$ cat config.mk
export PLATFORM = sky130hd
export DESIGN_NAME = pid_sequencer
export DESIGN_NICKNAME = d
export VERILOG_FILES = /design/src/rtl/pid_sequencer_pkg.sv /design/src/rtl/pid_sequencer_mul.sv /design/src/rtl/pid_sequencer.sv
export SDC_FILE = /design/constraint.sdc
export NUM_CORES = 1
export LEC_CHECK = 0
export BUFFER_PORTS_ARGS = -buffer_cell sky130_fd_sc_hd__buf_2
export CORE_MARGIN = 3
export CORE_UTILIZATION = 60
export DETAILED_ROUTE_END_ITERATION = 12
export GPL_ROUTABILITY_DRIVEN = 0
export PLACE_DENSITY = 0.87
export SYNTH_ARGS = -nofsm -noshare
export SYNTH_HDL_FRONTEND = slang
export SYNTH_HIERARCHICAL = 1
export SYNTH_SLANG_ARGS = --single-unit
$ cat constraint.sdc
create_clock -name clk -period 10.1 [get_ports clk]
set_clock_uncertainty 0.15 [all_clocks]
set_input_delay 0.505 -clock clk [delete_from_list [all_inputs] [get_ports clk]]
set_output_delay 0.505 -clock clk [all_outputs]
set_load 0.02 [all_outputs]
$ cat src/rtl/pid_sequencer_pkg.sv
// pid_pkg: shared FSM states and integral clamp helpers for the PID sequencer
package pid_pkg;

    typedef enum logic [2:0] {IDLE, ERR, PMUL, IMUL, OUT} state_t;

    function automatic int int_lim(input int bits);
        return (1 << bits) - 1;
    endfunction

    localparam int INT_CLAMP = int_lim(8);

endpackage

$ cat src/rtl/pid_sequencer_mul.sv
// mul: combinational unsigned multiplier, full-width product
module mul #(
    parameter int BITS = 8
) (
    input  logic [BITS-1:0]   i_a,
    input  logic [BITS-1:0]   i_b,
    output logic [2*BITS-1:0] o_p
);

    assign o_p = i_a * i_b;

endmodule

$ cat src/rtl/pid_sequencer.sv
// pid_sequencer: multi-cycle PID controller sharing one multiplier between the P and I terms
module pid_sequencer
    import pid_pkg::*;
#(
    parameter int BITS = 8
) (
    input  logic            clk,
    input  logic            reset,
    input  logic            pv_valid,
    output logic            pv_ready,
    input  logic [BITS-1:0] pv,
    input  logic [BITS-1:0] sp,
    input  logic [BITS-1:0] kp,
    input  logic [BITS-1:0] ki,
    input  logic            int_clr,
    output logic            busy,
    output logic [BITS-1:0] stimulus,
    output logic            stim_valid
);

    localparam logic signed [BITS+1:0] LIM = (BITS+2)'(int_lim(BITS));

    state_t                   r_state, w_next;
    logic [BITS-1:0]          r_pv, r_sp, r_kp, r_ki, r_stim;
    logic                     r_stim_valid;
    logic signed [BITS:0]     r_err, r_int, w_err;
    logic signed [BITS+1:0]   w_int_sum, w_int_sat;
    logic signed [2*BITS:0]   r_pterm, r_iterm, w_term;
    logic signed [2*BITS+1:0] w_sum;
    logic [2*BITS:0]          w_mag;
    logic [BITS-1:0]          w_mul_a, w_mul_b, w_stim;
    logic [4*BITS-1:0]        w_prod;
    logic                     w_neg, w_pmul, w_unused;

    assign pv_ready   = (r_state == IDLE);
    assign busy       = ~pv_ready;
    assign stimulus   = r_stim;
    assign stim_valid = r_stim_valid;

    assign w_err     = {1'b0, r_sp} - {1'b0, r_pv};
    assign w_int_sum = {r_int[BITS], r_int} + {w_err[BITS], w_err};
    assign w_int_sat = (w_int_sum > LIM) ? LIM : (w_int_sum < -LIM) ? -LIM : w_int_sum;

    // Operands are sign-magnitude: the multiplier only ever sees magnitudes
    assign w_pmul  = (r_state == PMUL);
    assign w_neg   = w_pmul ? r_err[BITS] : r_int[BITS];
    assign w_mul_a = w_pmul ? (r_err[BITS] ? BITS'(-r_err) : r_err[BITS-1:0])
                            : (r_int[BITS] ? BITS'(-r_int) : r_int[BITS-1:0]);
    assign w_mul_b = w_pmul ? r_kp : r_ki;

    mul #(.BITS(2*BITS)) u_mul (
        .i_a({{BITS{1'b0}}, w_mul_a}),
        .i_b({{BITS{1'b0}}, w_mul_b}),
        .o_p(w_prod)
    );

    assign w_mag    = {1'b0, w_prod[2*BITS-1:0]};
    assign w_term   = w_neg ? -w_mag : w_mag;
    assign w_sum    = {r_pterm[2*BITS], r_pterm} + {r_iterm[2*BITS], r_iterm};
    assign w_stim   = w_sum[2*BITS+1] ? '0 : w_sum[2*BITS] ? '1 : w_sum[2*BITS-1:BITS];
    assign w_unused = ^{w_prod[4*BITS-1:2*BITS], w_sum[BITS-1:0]};

    // State register
    always_ff @(posedge clk) begin
        if (reset) r_state <= IDLE;
        else       r_state <= w_next;
    end

    // Next state: one cycle per stage once a sample is accepted
    always_comb begin
        w_next = r_state;
        case (r_state)
            IDLE:    w_next = pv_valid ? ERR : IDLE;
            ERR:     w_next = PMUL;
            PMUL:    w_next = IMUL;
            IMUL:    w_next = OUT;
            default: w_next = IDLE;
        endcase
    end

    // Datapath: capture, error/integral, the two products and the clamped output
    always_ff @(posedge clk) begin
        if (reset) begin
            r_pv         <= '0;
            r_sp         <= '0;
            r_kp         <= '0;
            r_ki         <= '0;
            r_err        <= '0;
            r_int        <= '0;
            r_pterm      <= '0;
            r_iterm      <= '0;
            r_stim       <= '0;
            r_stim_valid <= 1'b0;
        end else begin
            r_stim_valid <= 1'b0;
            if (r_state == IDLE && pv_valid) begin
                r_pv <= pv;
                r_sp <= sp;
                r_kp <= kp;
                r_ki <= ki;
            end
            if (r_state == ERR) r_err <= w_err;
            if (int_clr)               r_int <= '0;
            else if (r_state == ERR)   r_int <= w_int_sat[BITS:0];
            if (r_state == PMUL) r_pterm <= w_term;
            if (r_state == IMUL) r_iterm <= w_term;
            if (r_state == OUT) begin
                r_stim       <= w_stim;
                r_stim_valid <= 1'b1;
            end
        end
    end

endmodule

# Word-level counts from Yosys, hierarchy flattened
# Index checks and enable logic that the tools add are counted.
dict set report totals {
  register_bits 96
  latch_bits 0
  mem_bits_rw 0
  rom_bits 0
  input_bits 36
  out_inout_bits 11
  elab_cells 41
  memories 0
}
dict set report classes {
  n_addsub 6
  n_mul 1
  n_div 0
  n_lt_le_gt_ge 2
  n_eq_ne 4
  shifts 0
  muxes 13
  bitwise 1
  n_reduce_logical 3
}
# op count
set op_table {}
lappend op_table {{2-to-1 mux 8 bit} 6}
lappend op_table {{adder 17 x 17 -> 18 bit} 1}
lappend op_table {{2-to-1 mux 9 bit} 2}
lappend op_table {{2-to-1 mux 17 bit} 1}
lappend op_table {{negation 16 -> 17 bit} 1}
lappend op_table {{multiplier 8 x 8 -> 16 bit} 1}
lappend op_table {{negation 8 bit} 2}
lappend op_table {{one-hot mux 3 bit (4 select lines)} 1}
lappend op_table {{adder 9 x 9 -> 10 bit} 1}
lappend op_table {{greater-than comparator 10 x 9 -> 1 bit (second input constant)} 1}
lappend op_table {{less-than comparator 10 x 9 -> 1 bit (second input constant)} 1}
lappend op_table {{subtractor 8 x 8 -> 9 bit} 1}
lappend op_table {{== test 3 x 2 -> 1 bit (second input constant)} 2}
lappend op_table {{== test 3 x 1 -> 1 bit (second input constant)} 1}
lappend op_table {{== test 3 bit (second input constant)} 1}
lappend op_table {{zero test 3 bit} 1}
lappend op_table {{2-to-1 mux 1 bit} 3}
lappend op_table {{OR reduction 2 bit} 1}
lappend op_table {{logical AND 1 bit} 1}
lappend op_table {{NOT 1 bit} 1}

# Longest topological paths before layout
# Gate-level depths: netlist of run 1.
dict set report depth {
  depth_word 6
  mapped_depth 33
}

# By module
# The synthesis of run 1 kept the hierarchy.
# module instances cells_each area_each_um2 seq_area_each_um2
set by_module_without_submodules {}
lappend by_module_without_submodules {mul 1 1006 8657.1 0.0}
lappend by_module_without_submodules {pid_sequencer 1 754 5871.9 1921.8}

# Least setup slack after synthesis of run 1
# OpenSTA, ideal clock, no wires.
dict set report synth_path {
  path_type {reg2reg}
  start {reg r_state[1]}
  end {reg r_pterm[15]}
  setup_time_ns 0.070
  t_arrival_ns 7.547
  required_ns 9.880
  setup_slack_ns 2.333
  path_stages_with_launch 29
  n_path_buf 4
  synth_period_minus_slack_ns 7.767
  cell_sequence {dfxtp_1 -> buf_2 -> or3b_2 -> clkbuf_1 -> clkbuf_1 -> a21oi_1 -> clkbuf_1 -> nand2_1 -> fa_1 -> fa_1 -> fa_1 -> inv_1 -> ha_1 -> fa_1 -> inv_1 -> fa_1 -> inv_1 -> ha_1 -> a21oi_1 -> a21boi_0 -> a21boi_2 -> o31a_1 -> xor2_1 -> or4_1 -> or2_2 -> o41ai_2 -> xnor2_1 -> nand2_1 -> a21oi_1}
}
dict set report synth_between {
  elab_chain_len 5
  word_cells_on_any_way 7
  cone_classes {add/sub: 1; mul: 1; eq/ne: 1; mux: 4}
}
# element line
set synth_lines {}
lappend synth_lines {{start: declaration} pid_sequencer.sv:23} ;# state_t r_state, w_next;
lappend synth_lines {{start signal: assignment} pid_sequencer.sv:66} ;# else r_state <= w_next;
lappend synth_lines {{== test 3 x 2 -> 1 bit} pid_sequencer.sv:45} ;# assign w_pmul = (r_state == PMUL);
lappend synth_lines {{2-to-1 mux 8 bit} pid_sequencer.sv:47} ;# assign w_mul_a = w_pmul ? (r_err[BITS] ? BITS'(-r_err) : r_err[BITS-1:0])
lappend synth_lines {{named net w_mul_a[7]} pid_sequencer.sv:31} ;# logic [BITS-1:0] w_mul_a, w_mul_b, w_stim;
lappend synth_lines {{multiplier 8 x 8 -> 16 bit} pid_sequencer_mul.sv:10} ;# assign o_p = i_a * i_b;
lappend synth_lines {{named net w_prod[13]} pid_sequencer.sv:32} ;# logic [4*BITS-1:0] w_prod;
lappend synth_lines {{negation 16 -> 17 bit} pid_sequencer.sv:58} ;# assign w_term = w_neg ? -w_mag : w_mag;
lappend synth_lines {{2-to-1 mux 17 bit} pid_sequencer.sv:58}
lappend synth_lines {{end signal: assignment} pid_sequencer.sv:105} ;# if (r_state == PMUL) r_pterm <= w_term;
lappend synth_lines {{end: declaration} pid_sequencer.sv:28} ;# logic signed [2*BITS:0] r_pterm, r_iterm, w_term;
# The timed path passes the listed nets, and every way through them passes these cells.
# A chain may end at the register's enable or synchronous reset.

# Worst setup path after layout of run 1
dict set report layout_path {
  start {reg r_state[1]}
  end {reg r_iterm[15]}
}
dict set report layout_between {
  elab_chain_len 5
  word_cells_on_any_way 8
  cone_classes {add/sub: 1; mul: 1; eq/ne: 2; mux: 4}
}
# element line
set layout_lines {}
lappend layout_lines {{== test 3 x 2 -> 1 bit} pid_sequencer.sv:45}
lappend layout_lines {{2-to-1 mux 8 bit} pid_sequencer.sv:47}
lappend layout_lines {{named net w_mul_a[1]} pid_sequencer.sv:31}
lappend layout_lines {{multiplier 8 x 8 -> 16 bit} pid_sequencer_mul.sv:10}
lappend layout_lines {{named net w_prod[13]} pid_sequencer.sv:32}
lappend layout_lines {{negation 16 -> 17 bit} pid_sequencer.sv:58}
lappend layout_lines {{2-to-1 mux 17 bit} pid_sequencer.sv:58}
lappend layout_lines {{end signal: assignment} pid_sequencer.sv:106} ;# if (r_state == IMUL) r_iterm <= w_term;
lappend layout_lines {{end: declaration} pid_sequencer.sv:28}
# The timed path passes the listed nets, and every way through them passes these cells.

==> results.cfg, run 1 <==
[sta]
finalCriticalPeriod_ps = 8500
hold_violations = 0
relSlewSlack_pct = 27.51
worst_slew_pin_slew_ps = 1085
drv_slew = 0
finalSetupTns_ps = 0
fmax_ghz = 0.1177
fin_crit_sh_pct = 84.15
whs_ps = 240.1
rsz0062_at_grt = no
setup_viol = 0

[route]
dr.pass1.iters = 5
vias = 8290
drc_errors = 0
wl_per_cell_um = 14.63
drt_wl_total_um = 21760
drt_iter0_drc = 453
ant_nets = 0
drt-vias-per-instance = 5.571

[cts]
clock-root-buffer = clkbuf_16
insertion_delay_ps = 350
cts_setup_buffers = 0
cts_buffers = 9
cts_hold_buffers = 0
cts_tree = yes
clockBufferDepth = 2
cts_resized = 0
clk_pin_slew_ps = 70
clock-sinks = 96
htreeDepth = 3

[power_and_ir_drop]
p_comb_share_pct = 59.7
ir_drop_mv = 0.1319
p_leak_nw = 4.874
swShare_pct = 46.62
p_per_area_nw_per_um2 = 189.6
switchingPower_mw = 0.9443
p_int_mw = 1.081
seqPwrFrac_pct = 22.8
clockPowerShare_pct = 17.5

[synth]
avgSynthCellArea_um2 = 8.037
syn_inst = 1240
synth_area_um2 = 9966
yosysWarnings = 6

[worst_setup_path]
critPathRequiredTime_ps = 10220
crit_fanout = 19
ff2ff_setup_slack_ps = 1600
r2r_end = r_iterm[15]
path_class = flop to flop
arrival_ps = 8620
endpoint = r_iterm[15]
ff2ff_path_depth = 24
critPathLaunch = r_state[1]
cp-start-kind = flop
endpoint_kind = flop
timing.rr.start = r_state[1]

[final_layout]
syn2layout_area_growth_pct = 7.181
drive_gt1_share_pct = 7.390
instances_no_fill = 1488
nNetsFinal = 1485
antenna_cells = 0

[die]
die_h_um = 134.9
boundaryPins = 47
dieWidth_um = 134.9
placementRows = 46
start_util_pct = 62.06
core_um2 = 16060
die_area_um2 = 18190

[grt]
antenna_found_initial = 0
grt_overflow = 0
grt_pass1_wl_um = 37340
grt_pass1_vias = 8142
grt_usage_pct = 24.73
grt_max_degree = 86

[min_path]
min_path_type = primary input to flop

[placement]
hpwlAfterDp_um = 16750
place_inst = 1472
io_buffers = 46

[status]
status = completed

[run]
maxCapViolCount = 0
## per-stage QoR
stage               util [%]  total power [mW]  setup slack, ps  area (um2)
CTS                    66.52             2.008             1616       10680
global route           66.52             2.199             1202       10680
detailed placement     64.56             1.637             1755       10370
floorplan                  -             1.368             2499       10100
finish                 66.52             2.026             1600       10680
global placement       64.56             1.603             1958       10370
## worst min path at each step
stage / cells past startpoint / slack, ps / to / startpoint
after CTS: 3 / 240 / r_pv[3] / pv[3]
after global routing: 3 / 250 / r_ki[2] / ki[2]
after global placement: 2 / 290 / r_kp[7] / r_kp[7]
final: 3 / 240 / r_pv[3] / pv[3]
after floorplan: 2 / 290 / r_iterm[16] / r_iterm[16]
after detailed placement: 2 / 300 / r_ki[7] / r_ki[7]
## routing by layer
metal,up-vias,GRT usage (%),part of all wire [%]
met4,0,6.278,2.2
met5,-,0,0
li1,4065,-,-
met3,49,3.875,5.1
met1,3906,32.64,44
met2,270,42.66,49
## layout make-up
class,count,area (um2)
Fill cell,1303,5376
Tap cell,216,270.3
Clock buffer,11,252.7
Inverter,157,589.3
Clock inverter,5,61.31
Timing Repair Buffer,52,275.3
Sequential cell,96,1922
Multi-Input combinational cell,951,7311
## sequential cells by signal (all words and copies together) (netlist names)
| name | cells |
|---|---|
| stimulus | 8 |
| r_sp | 8 |
| r_pterm | 17 |
| r_state | 3 |
| r_iterm | 17 |
| r_err | 9 |
| r_kp | 8 |
| r_int | 9 |
| r_ki | 8 |
| stim_valid | 1 |
| r_pv | 8 |
## power by group through the flow
stage	combinational (mW)	clock, mW	sequential (mW)
after global routing	1.36	0.374	0.466
after detailed placement	1.17	0	0.469
after global placement	1.14	0	0.467
final	1.21	0.355	0.462
after floorplan	0.916	0	0.452
after CTS	1.19	0.360	0.461
## cells in the final DEF (no fill, tap or decap), types with 6 or more instances in the layout
cell type and instances:
buf_4 6, nor3b_1 6, o31ai_1 12, xor2_1 25
nand3_1 8, o21ai_0 28, nor3_1 14, o22ai_1 6
nand2_1 227, a21oi_1 77, buf_2 46, fa_1 96
dfxtp_1 96, nor2_1 58, a22o_1 10, clkbuf_16 9
and2_1 71, o41ai_1 6, xnor2_1 25, or3_1 11
conb_1 36, a211oi_1 37, nand2b_1 10, inv_1 157
ha_1 86, o211ai_1 6, nor2b_1 7, a21o_1 10
or2_2 6
## worst max-delay path: stages, from the launching register on
cell and delay (ps):
dfxtp_1 480, or3b_2 700, o211a_1 210, a21oi_1 690
and2_1 270, fa_1 430, fa_1 560, ha_1 140
inv_1 50, fa_1 550, fa_1 440, fa_1 540
inv_1 40, ha_1 370, and3_1 240, a221oi_2 390
a21boi_2 130, o31a_1 260, xor2_1 180, or4_1 570
or2_2 320, o41ai_2 280, xnor2_1 210, nand2_1 80
a21oi_1 150
No activity file was read; power rests on OpenSTA's default activity.
==> inputs of run 2 (changes only) <==
CORE_UTILIZATION = 59   (was 60)
PLACE_DENSITY = 0.89   (was 0.87)
clock period = 7.3 ns   (was 10.1 ns; I/O delays follow)
==> run 2 against run 1 <==
  * The flow now finishes with violations (setup timing)
  * Sequential power rose by 37%
  * Global-route usage rose by 2.9 points
  * Highest routed layer unchanged
  * Utilization rose by 4.7 points
  * Largest power group unchanged
  * Cell count rose by 4.6%
  * Worst setup slack got worse by 1900 ps
  * Die area rose by 1.6%
==> results.cfg, run 2 (synthesis results as in run 1) <==
[final_layout]
instances_no_fill = 1556
final_common_cell = nand2_1
syn2layout_area_growth_pct = 16.02
antenna_cells = 0
mostFrequentLayoutCells = nand2_1 (222), inv_1 (146), fa_1 (95), dfxtp_1 (89), ha_1 (75)
drive_gt1_share_pct = 17.24
reg.largest.list = r_iterm (17), r_pterm (17)
nNetsFinal = 1553
fillCellCount = 1076
final_area_um2 = 11560

[placement]
io_buffers = 46
placed_cell_area_um2 = 10780
hpwlAfterDp_um = 18100
place_inst = 1520

[power_and_ir_drop]
p_leak_nw = 5.227
ir_drop_mv = 0.1811
p_int_mw = 1.775
p_comb_share_pct = 65.6
seqPwrFrac_pct = 19.1
switchingPower_mw = 1.522
p_per_area_nw_per_um2 = 285.1
swShare_pct = 46.16
total_power_mw = 3.296
clockPowerShare_pct = 15.3

[grt]
grt_pass1_wl_um = 41820
grt_usage_pct = 27.59
grt_pass1_vias = 9042
grt_max_degree = 86
antenna_found_initial = 0
grt_overflow = 0

[worst_setup_path]
arrival_ps = 7720
max_stage_delay_ps = 570
path_class = flop to flop
ff2ff_path_depth = 27
crit_fanout = 4
crit_top_cell = fa_1
slowest_stage = fa_1
cp-start-kind = flop
critPathRequiredTime_ps = 7430
endpoint_kind = flop

[cts]
clockBufferDepth = 2
cts_tree = yes
cts_hold_buffers = 0
clk_pin_slew_ps = 70
clock-sinks = 96
cts_buffers = 9
clock-root-buffer = clkbuf_16
htreeDepth = 3
insertion_delay_ps = 360

[sta]
setup_slack_ps = -293.7
finalCriticalPeriod_ps = 7594
worst_slew_pin_slew_ps = 1081
drv_slew = 0
fin_crit_sh_pct = 104.0
rsz0062_at_grt = yes
fmax_ghz = 0.1317
hold_violations = 0
relSlewSlack_pct = 27.92
setup_viol = 4

[route]
drt-vias-per-instance = 5.794
ant_nets = 0
vias = 9016
drc_errors = 0
drt_iter0_drc = 838
wl_per_cell_um = 16.95
drt_wl_total_um = 26380
dr.pass1.iters = 6

[status]
status = finished, violations left
failed_checks = setup timing

[die]
core_um2 = 16230
start_util_pct = 61.40
placementRows = 46
die_h_um = 136.0
boundaryPins = 47
die_area_um2 = 18490
dieWidth_um = 136.0

[run]
maxCapViolCount = 0

[min_path]
min_path_type = primary input to flop
holdPathStages = 3
==> run 2: final cells by class <==
cell class / instances / area [um2] / share of cell area (%)
Clock inverter: 5 / 63.81 / 0.5519
Sequential cell: 96 / 1933 / 16.72
Clock buffer: 11 / 242.7 / 2.099
Timing Repair Buffer: 120 / 804.5 / 6.958
Multi-Input combinational cell: 951 / 7659 / 66.24
Tap cell: 216 / 270.3 / 2.337
Inverter: 157 / 589.3 / 5.097
==> run 2: final timing paths <==
path | startpoint | to | slack, ps
worst max-delay path | r_int[2] | r_iterm[15] | -290
worst min-delay path | kp[4] | r_kp[4] | 90
worst max register to register | r_int[2] | r_iterm[15] | -290
worst min register to register | r_ki[0] | r_ki[0] | 300
==> run 2: stage by stage <==
stage	utilization (%)	TNS (ps)	hold WS, ps	setup slack (ps)
2_1_floorplan	-	0	285.6	8.005
3_3_place_gp	66.41	-8.505	292.6	-8.505
3_5_place_dp	66.41	-1004	296.6	-267.9
4_1_cts	69.53	-211.5	89.21	-70.56
5_1_grt	71.24	-2446	107.1	-431.6
6_report	71.24	-928.5	92.78	-293.7
==> run 2: timing repair <==
item / in CTS / in global routing
pin swaps: 42 / 45
endpoints found under the setup margin: 10 / 14
buffers inserted: 7 / 14
gates resized for setup: 36 / 47
==> run 2: per-layer routing <==
layer  routed length, um  GRT usage [%]  up-vias
met5                   0              0        -
met4                1099          11.65        0
met3                1739          3.442      124
met2               13000          47.95      446
met1               10540          34.70     4249
li1                    -              -     4197
==> run 2: critical path, delay by kind of cell (launching register included) <==
| kind | cells | cell delay (ps) |
|---|---|---|
| buf+inv | 5 | 500 |
| simple gates | 7 | 1500 |
| compound gates | 5 | 1040 |
| fa+ha+maj | 7 | 3420 |
| xor+xnor | 3 | 550 |
| flops | 1 | 360 |
==> run 2: power groups by stage <==
stage	Sequential (mW)	Combinational [mW]	Clock, mW
2_1_floorplan	0.626	1.30	0
3_3_place_gp	0.632	1.73	0
3_5_place_dp	0.635	1.79	0
4_1_cts	0.627	1.88	0.502
5_1_grt	0.636	2.37	0.519
6_report	0.631	2.16	0.503
==> inputs of run 3 (changes only) <==
CORE_UTILIZATION = 60   (was 59)
PLACE_DENSITY = 0.87   (was 0.89)
clock period = 9.6 ns   (was 7.3 ns; I/O delays follow)
==> run 3 against run 2 <==
  * The flow now finishes without violations
  * Die area fell by 1.6%
  * Critical path depth fell by 3
  * Hold slack improved by 130 ps
  * Largest cell class unchanged
==> results.cfg, run 3 (synthesis results as in run 1) <==
[status]
status = completed

[grt]
grt_pass1_wl_um = 37080
antenna_found_initial = 0
grt_max_degree = 86
grt_overflow = 0
grt_pass1_vias = 8166
grt_usage_pct = 24.50

[route]
wl_met2_um = 10760
ant_nets = 0
drt_iter0_drc = 571
top_layer_used = met4
dr.pass1.iters = 5
drt-vias-per-instance = 5.556
wl_per_cell_um = 14.58
vias = 8273
wl_met1_um = 9537
wl_met3_um = 1058
drc_errors = 0
drt_wl_total_um = 21710

[cts]
clock-root-buffer = clkbuf_16
htreeDepth = 3
clock-sinks = 96
clockBufferDepth = 2
cts_resized = 0
insertion_delay_ps = 340
cts_setup_buffers = 0
cts_hold_buffers = 0
clk_pin_slew_ps = 70
cts_buffers = 9
cts_tree = yes

[die]
die_area_um2 = 18190
die_h_um = 134.9
start_util_pct = 62.06
placementRows = 46
boundaryPins = 47
core_um2 = 16060
dieWidth_um = 134.9

[placement]
hpwlAfterDp_um = 16740
io_buffers = 46

[worst_setup_path]
cp-start-kind = flop
timing.rr.start = r_state[1]
critPathLaunch = r_state[1]
endpoint = r_iterm[15]
crit_fanout = 19
endpoint_kind = flop
critPathRequiredTime_ps = 9710
arrival_ps = 8600
r2r_end = r_iterm[15]
path_class = flop to flop
ff2ff_setup_slack_ps = 1110
ff2ff_path_depth = 24

[sta]
drv_slew = 0
worst_slew_pin_slew_ps = 1065
relSlewSlack_pct = 28.85
setup_viol = 0
fmax_ghz = 0.1178
hold_violations = 0
finalCriticalPeriod_ps = 8489
finalSetupTns_ps = 0
rsz0062_at_grt = no
fin_crit_sh_pct = 88.42

[final_layout]
drive_gt1_share_pct = 7.463
antenna_cells = 0
syn2layout_area_growth_pct = 6.918
nNetsFinal = 1486
final_common_cell = nand2_1
fillCellCount = 1259
reg.largest.list = r_iterm (17), r_pterm (17)
mostFrequentLayoutCells = nand2_1 (227), inv_1 (157), fa_1 (96), dfxtp_1 (96), ha_1 (86)

[min_path]
min_path_type = primary input to flop
holdPathStages = 3

[power_and_ir_drop]
p_leak_nw = 4.866
p_per_area_nw_per_um2 = 196.1
total_power_mw = 2.089
ir_drop_mv = 0.1726

[run]
maxCapViolCount = 0
## run 3: area by class of cell
cell class | instances | area (um2) | area share [%]
clock buffer | 10 | 239.0 | 2.243
clock inverter | 6 | 41.29 | 0.3875
inverter | 157 | 589.3 | 5.531
multi-input combinational | 951 | 7311 | 68.61
sequential | 96 | 1922 | 18.04
tap | 216 | 270.3 | 2.536
timing repair buffer | 53 | 282.8 | 2.654
## run 3: routing by layer
metal | up-vias | global-route usage (%)
li1 | 4057 | -
met2 | 225 | 43.55
met1 | 3954 | 31.23
met5 | - | 0
met4 | 0 | 6.052
met3 | 37 | 3.912
## run 3: power by group
group          switching, mW  internal, mW
registers             0.0409         0.444
logic                  0.783         0.477
clock network          0.160         0.184
total                  0.984          1.11
## run 3: worst min-delay path by stage
stage                 from           to
5_1_grt              ki[4]      r_ki[4]
2_1_floorplan  r_iterm[16]  r_iterm[16]
4_1_cts              sp[0]      r_sp[0]
6_report             sp[0]      r_sp[0]
3_3_place_gp       r_kp[1]      r_kp[1]
3_5_place_dp       r_kp[1]      r_kp[1]
## run 3: per-stage QoR
step	setup WS (ps)	cell area, um2	util [%]	std cells	hold slack (ps)
floorplan	1999	10100	-	1275	285.6
global placement	1462	10380	64.61	1473	292.2
detailed placement	1189	10380	64.61	1473	296.5
CTS	1139	10660	66.36	1489	216.6
global route	680.8	10660	66.36	1489	225.8
finish	1111	10660	66.36	1489	222.2
## run 3: critical path: stages (launching register included)
cell and delay (ps):
dfxtp_1 480, or3b_2 690, o211a_1 210, a21oi_1 740, and2_1 270, fa_1 430
fa_1 550, ha_1 140, inv_1 50, fa_1 550, fa_1 440, fa_1 540
inv_1 40, ha_1 360, and3_1 220, a221oi_2 400, a21boi_2 130, o31a_1 260
xor2_1 180, or4_1 550, or2_2 310, o41ai_2 240, xnor2_1 180, nand2_1 90
a21oi_1 180
